===== config.mk =====
export PLATFORM = sky130hd
export DESIGN_NAME = carry_select_lookahead_adder
export DESIGN_NICKNAME = d
export VERILOG_FILES = /design/src/rtl/carry_select_lookahead_adder.sv
export SDC_FILE = /design/constraint.sdc
export NUM_CORES = 1
export LEC_CHECK = 0
export ABC_AREA = 1
export CAP_MARGIN = 20
export CORE_MARGIN = 10
export CORE_UTILIZATION = 45
export DETAILED_ROUTE_END_ITERATION = 7
export PLACE_DENSITY = 0.86
export SYNTH_ARGS = -nofsm -noshare
export SYNTH_HDL_FRONTEND = slang
export SYNTH_SLANG_ARGS = --single-unit
export TNS_END_PERCENT = 5

===== constraint.sdc =====
create_clock -name clk_i -period 4.2 [get_ports clk_i]
set_input_delay 0.84 -clock clk_i [delete_from_list [all_inputs] [get_ports clk_i]]
set_output_delay 0.84 -clock clk_i [all_outputs]
set_load 0.005 [all_outputs]

===== src/rtl/carry_select_lookahead_adder.sv =====
// carry_select_lookahead_adder
// Registered DATA_WIDTH-bit adder: {carry_o,result_o} = operand_A_i + operand_B_i + carry_i.
// Carry-select chain over BLOCK_WIDTH-bit carry-lookahead sub-blocks, one output register stage.
// Optional macro CSEL_ADDER_OVERFLOW_EN adds a registered signed-overflow flag (overflow_o).

module carry_select_lookahead_adder #(
    parameter int DATA_WIDTH  = 32,
    parameter int BLOCK_WIDTH = 4
) (
    input  logic                  clk_i,
    input  logic                  rst_i,
    input  logic                  valid_i,
    input  logic [DATA_WIDTH-1:0] operand_A_i,
    input  logic [DATA_WIDTH-1:0] operand_B_i,
    input  logic                  carry_i,
    output logic [DATA_WIDTH-1:0] result_o,
    output logic                  carry_o,
`ifdef CSEL_ADDER_OVERFLOW_EN
    output logic                  overflow_o,
`endif
    output logic                  valid_o
);

    localparam int unsigned BW         = BLOCK_WIDTH;
    localparam int unsigned NUM_BLOCKS = DATA_WIDTH / BLOCK_WIDTH;

    if ((DATA_WIDTH % BLOCK_WIDTH) != 0) begin : g_width_check
        $error("DATA_WIDTH (%0d) must be a multiple of BLOCK_WIDTH (%0d)", DATA_WIDTH, BLOCK_WIDTH);
    end

    // Lookahead block: returns {cout, sum}. Each carry is built as a flat
    // sum-of-products of generate/propagate terms rather than a ripple.
    function automatic logic [BLOCK_WIDTH:0] cla(
        input logic [BLOCK_WIDTH-1:0] a,
        input logic [BLOCK_WIDTH-1:0] b,
        input logic                   cin
    );
        logic [BLOCK_WIDTH-1:0] g;
        logic [BLOCK_WIDTH-1:0] p;
        logic [BLOCK_WIDTH:0]   c;
        logic [BLOCK_WIDTH-1:0] s;
        logic                   term;
        g    = a & b;
        p    = a ^ b;
        c    = '0;
        c[0] = cin;
        for (int unsigned i = 0; i < BW; i++) begin
            // cin term: all propagates p[i:0] set
            term = cin;
            for (int unsigned k = 0; k <= i; k++) begin
                term = term & p[k];
            end
            c[i+1] = term;
            // generate at j, propagated through p[i:j+1]
            for (int unsigned j = 0; j <= i; j++) begin
                term = g[j];
                for (int unsigned k = j + 1; k <= i; k++) begin
                    term = term & p[k];
                end
                c[i+1] = c[i+1] | term;
            end
        end
        s = p ^ c[BLOCK_WIDTH-1:0];
        return {c[BLOCK_WIDTH], s};
    endfunction

    logic [NUM_BLOCKS:0]   blk_c;
    logic [DATA_WIDTH-1:0] sum_c;

    assign blk_c[0] = carry_i;

    for (genvar k = 0; k < NUM_BLOCKS; k++) begin : g_blk
        logic [BLOCK_WIDTH-1:0] a_blk;
        logic [BLOCK_WIDTH-1:0] b_blk;
        assign a_blk = operand_A_i[k*BLOCK_WIDTH +: BLOCK_WIDTH];
        assign b_blk = operand_B_i[k*BLOCK_WIDTH +: BLOCK_WIDTH];
        if (k == 0) begin : g_first
            logic [BLOCK_WIDTH:0] r;
            assign r                               = cla(a_blk, b_blk, carry_i);
            assign sum_c[BLOCK_WIDTH-1:0]          = r[BLOCK_WIDTH-1:0];
            assign blk_c[1]                        = r[BLOCK_WIDTH];
        end else begin : g_sel
            logic [BLOCK_WIDTH:0] r0;
            logic [BLOCK_WIDTH:0] r1;
            logic [BLOCK_WIDTH:0] rs;
            assign r0 = cla(a_blk, b_blk, 1'b0);
            assign r1 = cla(a_blk, b_blk, 1'b1);
            // previous block carry-out picks the precomputed result
            assign rs = blk_c[k] ? r1 : r0;
            assign sum_c[k*BLOCK_WIDTH +: BLOCK_WIDTH] = rs[BLOCK_WIDTH-1:0];
            assign blk_c[k+1]                          = rs[BLOCK_WIDTH];
        end
    end

    logic [DATA_WIDTH-1:0] result_d, result_q;
    logic                  carry_d, carry_q;
    logic                  valid_q;

    assign result_d = sum_c;
    assign carry_d  = blk_c[NUM_BLOCKS];

`ifdef CSEL_ADDER_OVERFLOW_EN
    logic overflow_d, overflow_q;
    assign overflow_d = (operand_A_i[DATA_WIDTH-1] == operand_B_i[DATA_WIDTH-1]) &&
                        (sum_c[DATA_WIDTH-1] != operand_A_i[DATA_WIDTH-1]);

    // overflow flag registered with the sum, held while idle
    always_ff @(posedge clk_i) begin
        if (rst_i) begin
            overflow_q <= 1'b0;
        end else if (valid_i) begin
            overflow_q <= overflow_d;
        end
    end
    assign overflow_o = overflow_q;
`endif

    // output stage: capture sum on valid_i, hold otherwise; reset overrides
    always_ff @(posedge clk_i) begin
        if (rst_i) begin
            result_q <= '0;
            carry_q  <= 1'b0;
            valid_q  <= 1'b0;
        end else begin
            valid_q <= valid_i;
            if (valid_i) begin
                result_q <= result_d;
                carry_q  <= carry_d;
            end
        end
    end

    assign result_o = result_q;
    assign carry_o  = carry_q;
    assign valid_o  = valid_q;

endmodule


==> out/qor.csv, run 1 <==
metric,value,unit
finalSetupViolCount,0,
synth-seq-cells,34,
nNetsFinal,589,
fin_util,66.4,%
tightest_slew,0.858,ns
tns,0,ns
endpoint_kind,register,
first_iter_violations,57,
critPathMaxStageDelay,0.47,ns
syn_area,2750,µm²
drt-vias-per-instance,4.97,
cts_buffers,5,
cts_setup_buffers,0,
insertion_delay,0.29,ns
status,"finished, final reports clean",
synthArstFlopShare,0,%
relSlewSlack,42.8,%
postRouteWirelength,7700,µm
yosysWarningCount,0,
ir_drop,0.196,mV
place.gp.congestion,0.872,
clk_pin_slew,0.08,ns
hold_class,reg2reg,
timing.critical_path.mode_cell,nand2_2,
yosys.cell_types.count,35,
portBuffers,101,
hpwl,6220,µm
die_w,98.1,µm
grt_first_pass_wirelength,12600,µm
critPathSlowestCell,clkdlybuf4s50_1,
grt_usage,15.2,%
avgSynthCellArea,7.21,µm²
grt-busiest-layer,met2,
met3_usage,6.20,%
synth_nets,490,
synth-compound-area-share,14.3,%
fin_crit,3.72,ns
area_growth,43.1,%
finalMaxSlewViolations,0,
cts_tree,built,
worstPathRequired,4.39,ns
start_util,46.4,%
synth_edf_count,0,
rsz0062_at_grt,false,
core_area,5920,µm²
ctsResizeCount,0,
drc,0,
start_kind,primary input,
power_density,278,nW/µm²
period_share,88.5,%
arrival,3.91,ns
drt.antenna.violating_nets,0,
yosys.area_share.simple,25.6,%
synth_top_family_by_area,simple AND/OR/NAND/NOR gates,
final_hold_viol_count,0,
htreeDepth,2,
final_common_cell,clkdlybuf4s50_1,
route.vias.total,2761,
antenna_found_initial,0,
synthAdderAreaFrac,19.0,%
post_synth_inst_count,381,
antenna-diode-count,0,
grtUsageMet1,15.6,%
mostFrequentLayoutCells,"clkdlybuf4s50_1 (100), inv_1 (57), nor2_1 (51), nand2_1 (49), ha_1 (40)",
clockBufferDepth,2,
first_pass_iters,4,
fillers,496,
grt_max_degree,53,
grt_pass1_vias,2757,
finalPower,1.09,mW
yosysSeqAreaShare,24.8,%
grtUsageMet2,28.1,%
num_io_pins,102,
clock-sinks,34,
synthMuxAreaShare,0,%
fin_skew,0,ns
drt-wirelength-per-cell,13.8,µm
timing.final.ws_setup,0.481,ns
pre_cts_slack,0.157,ns
root_buffer,clkbuf_8,
timing.fmax,0.269,GHz
dieArea,9630,µm²
fp-row-count,28,
drive_above_1_share,7.90,%
grt.overflow.total,0,
worst-path-max-fanout,6,
crit_type,in2reg,
maxCapViolCount,0,
ctsHoldBuffers,0,
die_y,98.1,µm
synth_flop_cell,dfxtp_1,
synthXorXnorAreaFrac,6.70,%
leakage,1.91,nW
metrics by stage:
| stage | hold WS [ns] | cells | instance area (µm²) |
|---|---|---|---|
| floorplan | 0.472 | 381 | 2750 |
| global placement | 0.465 | 548 | 3820 |
| detailed placement | 0.470 | 548 | 3820 |
| CTS | 0.489 | 556 | 3930 |
| global route | 0.514 | 556 | 3930 |
| finish | 0.487 | 556 | 3930 |
cells in the mapped netlist (2+ instances only):
master,count,area share [%]
a211oi_1,2,0.55
a21oi_1,22,4.0
a21oi_2,2,0.64
a31oi_1,2,0.46
clkbuf_1,10,1.4
dfxtp_1,34,25
ha_1,40,18
inv_1,57,7.8
inv_2,3,0.41
nand2_1,49,6.7
nand2_2,9,2.0
nand2_4,9,3.7
nand3_1,16,2.9
nand4_1,4,0.91
nor2_1,51,7.0
nor2_2,2,0.46
o21ai_0,25,4.6
o21ai_1,6,1.1
o221ai_1,3,0.96
xnor2_1,5,1.6
xor2_1,16,5.1
final timing paths:
| check | from | endpoint | slack [ns] | depth (start not counted) |
|---|---|---|---|---|
| worst max-delay path | operand_A_i[0] | result_o[27]$_SDFFE_PP0P_ | 0.48 | 29 |
| worst min-delay path | result_o[21]$_SDFFE_PP0P_ | result_o[21]$_SDFFE_PP0P_ | 0.49 | 2 |
| worst max register to register | result_o[15]$_SDFFE_PP0P_ | result_o[15]$_SDFFE_PP0P_ | 3.48 | 4 |
| worst min register to register | result_o[21]$_SDFFE_PP0P_ | result_o[21]$_SDFFE_PP0P_ | 0.49 | 2 |
registers in the layout, summed over array words and instances (netlist names):
signal / flops
carry_o: 1
result_o: 32
valid_o: 1
worst max-delay path: cells and delay by family:
kind            cells  cell delay, ns
simple gates       22            1.63
buf+inv             3            0.57
fa+ha+maj           2            0.52
compound gates      2            0.34
power by group:
part	switching (mW)	leakage (nW)	total, mW	internal, mW
Sequential	0.0162	0.283	0.371	0.355
Clock	0.132	0.0504	0.309	0.177
Combinational	0.200	1.58	0.413	0.213
area by class of cell:
type                    instances  area, µm²  area share (%)
flip-flops and latches         34        681            17.3
multi-input cells             276       1800            45.8
repair buffers                102       1010            25.8
clock inverters                 3       45.0            1.15
well taps                      75       93.8            2.39
inverters                      61        229            5.83
clock buffers                   5       68.8            1.75
per-layer routing:
layer	vias up	share of wire, %
met5	-	0
met4	0	0.79
met3	7	7.8
met2	74	50
met1	1255	41
li1	1425	-
cell families (layout without fill, tap and decap cells):
group | Yosys count | after routing
adders and majority gates | 41 | 41
buffers and inverters | 71 | 171
and+or+nand+nor | 145 | 145
DFF | 34 | 34
AOI/OAI and AO/OA | 69 | 69
xor gates and xnor gates | 21 | 21
No activity file was read; power rests on OpenSTA's default activity.
==> inputs of run 2 (changes only) <==
- CORE_MARGIN: 10 -> default
- CORE_UTILIZATION: 45 -> 49
- PLACE_DENSITY: 0.86 -> 0.92
- clock period: 4.2 -> 4.37 ns (I/O delays scaled with it)
==> run 2 against run 1 <==
Compared with the run above: sequential power decreased by 4%; via count increased by 2.7%; final area decreased by 0.54%; clock power decreased by 20%; clock skew unchanged; hold slack got worse by 0.0012 ns; first-iteration DRC count increased by 93%; final cell count decreased by 0.72%; critical endpoint is now result_o[29]$_SDFFE_PP0P_; largest power group unchanged; highest routed layer unchanged.
==> out/qor.csv, run 2 (synthesized netlist as in run 1, its figures left out) <==
metric,value,unit,change
status,"finished, final reports clean",,
drt-vias-per-instance,5.14,,+3.5%
endpoint_kind,register,,
power.internal,0.674,mW,-9.5%
ctsHoldBuffers,0,,unchanged
final_common_cell,clkdlybuf4s50_1,,
num_io_pins,102,,unchanged
final_hold_viol_count,0,,unchanged
htreeDepth,2,,unchanged
ir_drop,0.152,mV,-23%
clkPwrFrac,24.6,%,-3.7 points
power_density,257,nW/µm²,-7.6%
postRouteWirelength,7170,µm,-6.8%
crit_type,in2reg,,
finalMaxSlewViolations,0,,unchanged
insertion_delay,0.29,ns,about the same
route.vias.total,2836,,+2.7%
r2r_setup_slack,3.65,ns,+0.17 ns
mostFrequentLayoutCells,"clkdlybuf4s50_1 (100), inv_1 (57), nor2_1 (51), nand2_1 (49), ha_1 (40)",,
cts_buffers,5,,unchanged
cts_tree,built,,
finalSetupViolCount,0,,unchanged
portBuffers,101,,unchanged
period_share,85.3,%,
first_iter_violations,110,,+93%
grt.overflow.total,0,,unchanged
place.gp.congestion,0.887,,+1.8%
p_sw,0.331,mW,-5.0%
fin_skew,0,ns,unchanged
drc,0,,unchanged
p_comb_share,39.8,%,+2.0 points
grt_first_pass_wirelength,12200,µm,-2.8%
cp_top_family,simple AND/OR/NAND/NOR gates,,
clk_pin_slew,0.08,ns,about the same
ctsResizeCount,0,,unchanged
grt_usage,25.7,%,+11 points
area_growth,42.3,%,
die_y,76.9,µm,-22%
timing.fmax,0.268,GHz,
critPathMaxStageDelay,0.46,ns,about the same
place_inst,544,,-0.73%
largest_reg_flops,32,,unchanged
drt.antenna.violating_nets,0,,unchanged
fin_cells,552,,-0.72%
grt_max_degree,53,,unchanged
fin_crit,3.73,ns,
die_w,76.9,µm,-22%
worst-path-max-fanout,7,,+1
r2r_start,result_o[5]$_SDFFE_PP0P_,,
start_kind,primary input,,
drt-wirelength-per-cell,13.0,µm,-6.1%
leakage,1.91,nW,+0.14%
nNetsFinal,590,,+0.17%
fin_util,74.6,%,+8.3 points
hold_class,reg2reg,,
antenna_found_initial,0,,unchanged
r2r_end,result_o[5]$_SDFFE_PP0P_,,
fillers,417,,-16%
rsz0062_at_grt,false,,
first_pass_iters,4,,unchanged
dieArea,5910,µm²,-39%
drive_above_1_share,7.88,%,-0.016 points
start_util,52.4,%,+6.1 points
antenna-diode-count,0,,unchanged
switching_share,32.9,%,+1.1 points
relSlewSlack,64.0,%,+21 points
clock-sinks,34,,unchanged
min_to,result_o[31]$_SDFFE_PP0P_,,
root_buffer,clkbuf_8,,
arrival,3.92,ns,about the same
maxCapViolCount,0,,unchanged
clockBufferDepth,2,,unchanged
fp-row-count,26,,-7.1%
worstPathRequired,4.56,ns,+0.17 ns
tightest_slew,0.536,ns,-0.321 ns
power_frac_seq,35.6,%,+1.7 points
startpoint,operand_A_i[0],,
hp-start,result_o[31]$_SDFFE_PP0P_,,
hpwl,5590,µm,-10%
cp.buffers_inverters,2,,-1
cp.depth,28,,-3.4%
core_area,5240,µm²,-12%
tns,0,ns,unchanged
critPathSlowestCell,clkdlybuf4s50_1,,
worst-r2r-cell-count,4,,unchanged
grt_pass1_vias,2788,,+1.1%
min_path_cells,2,,unchanged
cts_setup_buffers,0,,unchanged
==> run 2: per-layer routing <==
layer	vias up	GRT usage, %	part of all wire (%)
met5	-	0	0
met1	1306	27.3	39
li1	1423	-	-
met2	91	48.8	53
met4	0	9.81	2.0
met3	16	5.60	5.7
==> run 2: power groups by stage <==
stage	clock network, mW	logic [mW]	registers [mW]
after floorplan	0	0.221	0.365
after global placement	0	0.381	0.363
after detailed placement	0	0.397	0.364
after CTS	0.253	0.400	0.357
after global routing	0.267	0.445	0.361
final	0.247	0.400	0.358
==> run 2: final cells by class <==
class	instances	area (µm²)	share of cell area (%)
Timing Repair Buffer	103	1020	26.1
Multi-Input combinational cell	276	1800	46.0
Inverter	61	229	5.86
Sequential cell	34	681	17.4
Clock buffer	7	86.3	2.21
Clock inverter	1	5.00	0.128
Tap cell	70	87.6	2.24
==> run 2: metrics by stage <==
| stage | hold slack (ns) | area (µm²) | setup WS [ns] | power (mW) |
|---|---|---|---|---|
| after floorplan | 0.472 | 2750 | 1.09 | 0.586 |
| after global placement | 0.466 | 3820 | 0.458 | 0.744 |
| after detailed placement | 0.478 | 3820 | 0.345 | 0.760 |
| after CTS | 0.489 | 3910 | 0.629 | 1.01 |
| after global routing | 0.522 | 3910 | 0.370 | 1.07 |
| final | 0.486 | 3910 | 0.643 | 1.00 |
==> run 2: how the worst max path moves through the flow <==
stage                                      to  slack [ns]
floorplan           result_o[29]$_SDFFE_PP0P_        1.09
global placement    result_o[29]$_SDFFE_PP0P_        0.46
detailed placement  result_o[29]$_SDFFE_PP0P_        0.34
CTS                 result_o[29]$_SDFFE_PP0P_        0.63
global route        result_o[27]$_SDFFE_PP0P_        0.37
finish              result_o[29]$_SDFFE_PP0P_        0.64
==> run 2: worst min-delay path, delay by kind of cell (launching register included) <==
family / cells / cell delay, ns
compound gates: 1 / 0.05
flops: 1 / 0.32
simple gates: 1 / 0.08
==> inputs of run 3 (changes only) <==
- CELL_PAD_IN_SITES_DETAIL_PLACEMENT: default -> 1
- CELL_PAD_IN_SITES_GLOBAL_PLACEMENT: default -> 1
- CORE_UTILIZATION: 49 -> 34
- GPL_TIMING_DRIVEN: default -> 0
==> run 3 against run 2 <==
Compared with the run above: die area is 43% higher; clock power increased by 19%; final area is 1.8% higher; critical endpoint unchanged; highest routed layer unchanged.
==> out/qor.csv, run 3 (synthesized netlist as in run 1, its figures left out) <==
metric,value,unit,change
status,"finished, final reports clean",,
core_area,7770,µm²,+48%
drt-vias-per-instance,4.85,,-5.6%
antenna-diode-count,0,,unchanged
hold_class,reg2reg,,
first_pass_iters,4,,unchanged
first_iter_violations,69,,-37%
grt_usage,20.3,%,-5.4 points
largest_reg_flops,32,,unchanged
nNetsFinal,596,,+1.0%
fin_crit,3.88,ns,+0.154 ns
relSlewSlack,61.8,%,-2.2 points
power.internal,0.716,mW,+6.2%
worst-path-max-fanout,7,,unchanged
clockBufferDepth,2,,unchanged
ir_drop,0.130,mV,-14%
power_frac_seq,33.8,%,-1.8 points
clock-sinks,34,,unchanged
postRouteWirelength,8310,µm,+16%
timing.fmax,0.258,GHz,-4.0%
place_area,3860,µm²,+1.2%
drt.antenna.violating_nets,0,,unchanged
final_common_cell,clkdlybuf4s50_1,,
fp-row-count,32,,+23%
area_growth,44.9,%,
die_w,91.9,µm,+20%
grt.overflow.total,0,,unchanged
cp_top_family,simple AND/OR/NAND/NOR gates,,
fin_skew,0,ns,unchanged
crit_type,in2reg,,
maxCapViolCount,0,,unchanged
ctsResizeCount,0,,unchanged
root_buffer,clkbuf_8,,
drt-wirelength-per-cell,14.1,µm,+8.5%
power_density,266,nW/µm²,+3.4%
clk_pin_slew,0.08,ns,about the same
tightest_slew,0.569,ns,+0.0329 ns
cp.buffers_inverters,2,,unchanged
ctsHoldBuffers,0,,unchanged
route.vias.total,2862,,+0.92%
drc,0,,unchanged
p_comb_share,38.4,%,-1.4 points
tns,0,ns,unchanged
grt_first_pass_wirelength,13700,µm,+12%
num_io_pins,102,,unchanged
cts_tree,built,,
arrival,4.08,ns,+0.16 ns
hpwl,6960,µm,+25%
portBuffers,99,,-2.0%
antenna_found_initial,0,,unchanged
mostFrequentLayoutCells,"clkdlybuf4s50_1 (99), inv_1 (57), nor2_1 (51), nand2_1 (49), ha_1 (40)",,
finalMaxSlewViolations,0,,unchanged
die_y,91.9,µm,+20%
endpoint_kind,register,,
htreeDepth,2,,unchanged
p_sw,0.342,mW,+3.5%
cts_buffers,5,,unchanged
worstPathRequired,4.56,ns,about the same
critPathMaxStageDelay,0.46,ns,about the same
grt_max_degree,13,,-75%
leakage,1.91,nW,-0.18%
switching_share,32.3,%,-0.57 points
fin_area,3980,µm²,+1.8%
dieArea,8440,µm²,+43%
finalSetupViolCount,0,,unchanged
grt_pass1_vias,3035,,+8.9%
insertion_delay,0.29,ns,about the same
cts_setup_buffers,0,,unchanged
period_share,88.8,%,+3.5 points
clkPwrFrac,27.7,%,+3.1 points
critPathSlowestCell,clkdlybuf4s50_1,,
rsz0062_at_grt,false,,
final_hold_viol_count,0,,unchanged
start_util,35.4,%,-17 points
place.gp.congestion,0.767,,-14%
drive_above_1_share,7.38,%,-0.51 points
start_kind,primary input,,
## run 3: cell count changes in the layout (fill, tap and decap cells not counted), sizes merged
cell           before  now
clkdlybuf4s50     100   99
clkbuf              7   15
clkinv              2    1
buf                 3    0
bufinv              0    1
clkinvlp            0    2
## run 3: path summary, 6_finish.rpt
check,startpoint,to,slack (ns),cells after the start
setup reg to reg,result_o[2]$_SDFFE_PP0P_,result_o[2]$_SDFFE_PP0P_,3.65,4
hold / removal,result_o[31]$_SDFFE_PP0P_,result_o[31]$_SDFFE_PP0P_,0.48,2
setup / recovery,operand_A_i[0],result_o[29]$_SDFFE_PP0P_,0.49,28
hold reg to reg,result_o[31]$_SDFFE_PP0P_,result_o[31]$_SDFFE_PP0P_,0.48,2
## run 3: layout make-up
class	count	area, µm²
Clock buffer	5	68.8
Buffer	10	37.5
Sequential cell	34	681
Fill cell	994	3790
Multi-Input combinational cell	276	1800
Clock inverter	3	45.0
Inverter	61	229
Tap cell	102	128
Timing Repair Buffer	99	991
## run 3: power by group through the flow
stage	sequential (mW)	clock (mW)	combinational, mW
2_1_floorplan	0.365	0	0.221
3_3_place_gp	0.363	0	0.390
3_5_place_dp	0.365	0	0.409
4_1_cts	0.358	0.300	0.412
5_1_grt	0.361	0.311	0.453
6_report	0.358	0.294	0.406
## run 3: routing by layer
metal  track usage (%)  share of wire [%]  vias up
met2              39.2                 52       70
met5                 0                  0        -
li1                  -                  -     1441
met1              22.3                 42     1336
met4              6.51                2.6        0
met3              3.23                3.9       15
## run 3: metrics by stage
stage / instances / power, mW / util (%) / hold slack, ns / worst slack [ns]
6_report: 590 / 1.06 / 51.2 / 0.485 / 0.489
5_1_grt: 590 / 1.13 / 51.2 / 0.508 / 0.231
4_1_cts: 590 / 1.07 / 51.2 / 0.484 / 0.473
3_5_place_dp: 582 / 0.774 / 49.8 / 0.472 / 0.165
3_3_place_gp: 582 / 0.753 / 49.8 / 0.468 / 0.308
2_1_floorplan: 381 / 0.586 / - / 0.472 / 1.09
## run 3: tightest hold or removal path, cell delays in order, from the launching register on
cell     delay, ns
dfxtp_1       0.32
nand2_1       0.08
a21oi_2       0.05
==> variant 1 (config.mk and constraints of run 2) <==
The option `CSEL_ADDER_OVERFLOW_EN` is turned on by a define.
--- a/src/rtl/carry_select_lookahead_adder.sv
+++ b/src/rtl/carry_select_lookahead_adder.sv
@@ -4,2 +4,4 @@
 // Optional macro CSEL_ADDER_OVERFLOW_EN adds a registered signed-overflow flag (overflow_o).
+
+`define CSEL_ADDER_OVERFLOW_EN
 
Check against the original RTL (old outputs only; new: overflow_o): equivalent (equiv_simple and equiv_induct, registers matched by name and starting in step).
==> variant 1 against run 2 <==
  * Die area is 1.4% higher
  * Area after synthesis rose by 1.4%
  * Setup slack worse by 0.061 ns
  * Worst hold slack got worse by 0.0066 ns
  * Sequential cell count rose by 1
  * Wire length down 3.6%
  * Sequential share of layout area is 0.21 points higher
  * Utilization fell by 2.4 points
  * First-iteration DRC count did not move
  * Total power grew 6.7%
  * Final area increased by 1.7%
  * Non-clock buffer count unchanged
  * Largest cell class unchanged
  * Highest routed layer unchanged
==> variant 1: results (changes against run 2) <==
[drt]
vias=2797  ; -1.4%
drt_iter0_drc=110  ; unchanged
wl_um=6910  ; -3.6%

[yosys]
synthTopCellsByArea=dfxtp_1, ha_1, inv_1, nand2_1, nor2_1
ys_types=34  ; -2.9%
synthAdderAreaFrac=0.187  ; -0.00264
ys_async_sr_fraction=0  ; unchanged
synth_common_cells=inv_1, nand2_1, nor2_1
yosysSeqAreaShare=0.252  ; +0.00374
synth-compound-area-share=0.148  ; +0.00475
synthXorXnorAreaFrac=0.0597  ; -0.00722
syn-num-nets=488  ; -0.41%

[setup_path]
worst_ep_arrival_time_ns=3.94  ; +0.02 ns
critPathSlowestCell=clkdlybuf4s50_1
rrSetupSlack_ns=3.64  ; about the same
reg2reg_to=result_o[5]
worstPathMaxFanout=5  ; -2

[grt]
first_global_vias=2736  ; -1.9%
grt_pass1_wl_um=11500  ; -5.8%
grt_max_degree=54  ; +1.9%
grt.total_usage=0.239  ; -0.0182

[layout]
fin_nets=587  ; -0.51%
drive_gt1_frac=0.0793  ; +0.000494

[place]
port_buffers=102  ; +0.99%
pre_cts_ws_ns=0.302  ; -0.0427 ns
hpwl_um=5490  ; -1.8%
place.gp.congestion=0.911  ; +2.6%

[clock_network]
numCtsBuffers=5  ; unchanged
cts-root-buf=clkbuf_8
clkLatencyLatePin_ns=0.29  ; about the same

[sta]
relSlewSlack=0.516  ; -0.124

[pwr]
vdd_drop_max_mv=0.144  ; -5.1%
switching_share=0.309  ; -0.0202
p_leak_nw=1.96  ; +2.5%

[hold_path]
min_from=overflow_o
holdPathEnd=overflow_o

[outcome]
status=finished clean

==> variant 1: layout make-up <==
class	instances	area, um2
clock inverters	2	35.0
flip-flops and latches	35	701
clock buffers	6	82.6
multi-input cells	271	1810
well taps	72	90.1
inverters	62	233
repair buffers	103	1020
fillers	445	1530
==> variant 1: routing by layer <==
metal  global-route usage  routed length, um  part of all wire  vias to the layer above
met4                0.104                147             0.021                        0
met3               0.0459                336             0.049                       13
met5                    0                  0                 0                        -
met1                0.262               2830              0.41                     1279
li1                     -                  -                 -                     1425
met2                0.443               3590              0.52                       80
==> variant 1: worst max-delay path by stage <==
stage	start	end	slack, ns
floorplan	operand_A_i[0]	result_o[29]	1.09
global placement	operand_A_i[0]	result_o[29]	0.47
detailed placement	operand_A_i[0]	overflow_o	0.30
CTS	operand_A_i[0]	overflow_o	0.60
global route	operand_A_i[0]	overflow_o	0.36
finish	operand_A_i[0]	overflow_o	0.58
==> variant 1: power by group through the flow <==
stage | clock [W] | combinational (W) | sequential, W
detailed placement | 0 | 0.000397 | 0.000374
global placement | 0 | 0.000382 | 0.000373
finish | 0.000306 | 0.000399 | 0.000367
CTS | 0.000314 | 0.000399 | 0.000367
global route | 0.000323 | 0.000444 | 0.000369
floorplan | 0 | 0.000223 | 0.000375
==> variant 1: metrics by stage <==
stage | instance area, um2 | power, W | hold WS [ns] | std cells
global route | 3980 | 0.00114 | 0.498 | 551
floorplan | 2790 | 0.000598 | 0.472 | 379
finish | 3980 | 0.00107 | 0.479 | 551
detailed placement | 3860 | 0.000770 | 0.468 | 543
CTS | 3980 | 0.00108 | 0.481 | 551
global placement | 3860 | 0.000755 | 0.468 | 543
==> variant 2 (settings of run 2) <==
Without the edit above. The output `valid_o` loses its register stage (`valid_q` becomes a continuous assignment).
--- a/src/rtl/carry_select_lookahead_adder.sv
+++ b/src/rtl/carry_select_lookahead_adder.sv
@@ -122,5 +122,3 @@
             carry_q  <= 1'b0;
-            valid_q  <= 1'b0;
         end else begin
-            valid_q <= valid_i;
             if (valid_i) begin
@@ -132,2 +130,4 @@
 
+    assign valid_q = valid_i;
+
     assign result_o = result_q;
Behaviour: not the same (Yosys sat finds a counterexample within 4 cycles, from zero or initial values and one cycle with rst_i high).
==> variant 2 against run 2 <==
  * Area after synthesis is 0.27% higher
  * Sequential share of layout area is 0.45 points lower
  * Sequential power down 3%
  * Final area fell by 0.38%
  * Total power decreased by 3.8%
  * Sequential cell count is 1 lower
  * Wire length rose by 2.5%
  * Synthesized cell count increased by 0.52%
  * Setup slack got worse by 0.024 ns
==> variant 2: results (changes against run 2) <==
[place]
hpwl_um=5610  ; +0.37%
placed_area_um2=3820  ; about the same
pre_cts_ws_ns=0.348  ; +0.00275 ns
place.gp.congestion=0.914  ; +3.0%

[grt]
first_global_vias=3033  ; +8.8%
grt_max_degree=45  ; -15%
grt.total_usage=0.262  ; +0.00446
grt_pass1_wl_um=12500  ; +2.1%

[yosys]
synthTopCellsByArea=dfxtp_1, ha_1, inv_1, nor2_1, xor2_1
synth_common_cells=inv_1, nor2_1, nand2_1
yosysSeqAreaShare=0.240  ; -0.00795
ys_async_sr_fraction=0  ; unchanged
yosysWarnings=0  ; unchanged
syn-num-nets=492  ; +0.41%

[layout]
drive_gt1_frac=0.0768  ; -0.00207
fin_nets=592  ; +0.34%
diodes=0  ; unchanged

[outcome]
status=finished clean

[hold_path]
worstHoldPathType=reg2reg

[sta]
tightest_slew_ns=0.757  ; +0.221 ns

[drt]
vias=2815  ; -0.74%
wl_um=7350  ; +2.5%
drc_errors=0  ; unchanged
drt_iter0_drc=120  ; +9.1%
dr.pass1.iters=6  ; +2

[pwr]
p_leak_nw=1.93  ; +0.93%
vdd_drop_max_mv=0.158  ; +4.2%

[clock_network]
post-cts-setup-buffers=0  ; unchanged
path_clk_slew_ns=0.07
cts-root-buf=clkbuf_8
clkLatencyLatePin_ns=0.28
cts_buffer_depth=2  ; unchanged

[setup_path]
worst_path_largest_cell_delay_ns=0.45
crit_family=simple AND/OR/NAND/NOR gates

variant 2: cell count changes after synthesis, moves of 5 or more:
cell / change
a21oi_1: -8
nand2_1: -8
nor2_1: +7
inv_1: +6
o21ai_0: +5
xor2_1: +5
variant 2: path summary, 6_finish.rpt:
kind	end	cells after the start	startpoint	slack, ns
max	result_o[29]	28	operand_A_i[0]	0.62
min	result_o[25]	2	result_o[25]	0.49
max reg2reg	result_o[2]	4	result_o[2]	3.61
min reg2reg	result_o[25]	2	result_o[25]	0.49
variant 2: layer usage:
layer,GRT usage,share of wire,vias up
li1,-,-,1417
met3,0.0726,0.075,18
met2,0.512,0.52,105
met1,0.253,0.38,1275
met5,0,0,-
met4,0.108,0.023,0
variant 2: kinds of logic (layout without fill, tap and decap cells):
kind of cell	after synthesis	after routing	synth area share
and+or+nand+nor	144	144	0.254
buffers and inverters	77	176	0.107
AOI/OAI and AO/OA	63	63	0.131
adders and majority gates	41	41	0.189
DFF	33	33	0.240
xor gates and xnor gates	25	25	0.0795
variant 2: final cells by class:
cell class                 count  area [um2]
clock buffer                   5        68.8
clock inverter                 1        5.00
fill                         409        1380
inverter                      67         251
multi-input combinational    273        1800
sequential                    33         661
tap                           70        87.6
timing repair buffer         103        1020
variant 2: worst register-to-register path: stages, from the launching register on:
cell,delay (ns)
dfxtp_1,0.35
nor2_1,0.05
nor2_1,0.12
o21ai_0,0.12
inv_1,0.09
variant 2: power by group:
| group | internal [W] | switching, W |
|---|---|---|
| Combinational | 0.000207 | 0.000194 |
| Clock | 0.000105 | 0.000112 |
| Sequential | 0.000332 | 0.0000170 |
| Total | 0.000644 | 0.000322 |
variant 2: per-stage QoR:
stage	hold slack, ns	cells
global placement	0.464	546
floorplan	0.472	383
CTS	0.496	552
global route	0.539	552
detailed placement	0.476	546
finish	0.493	552
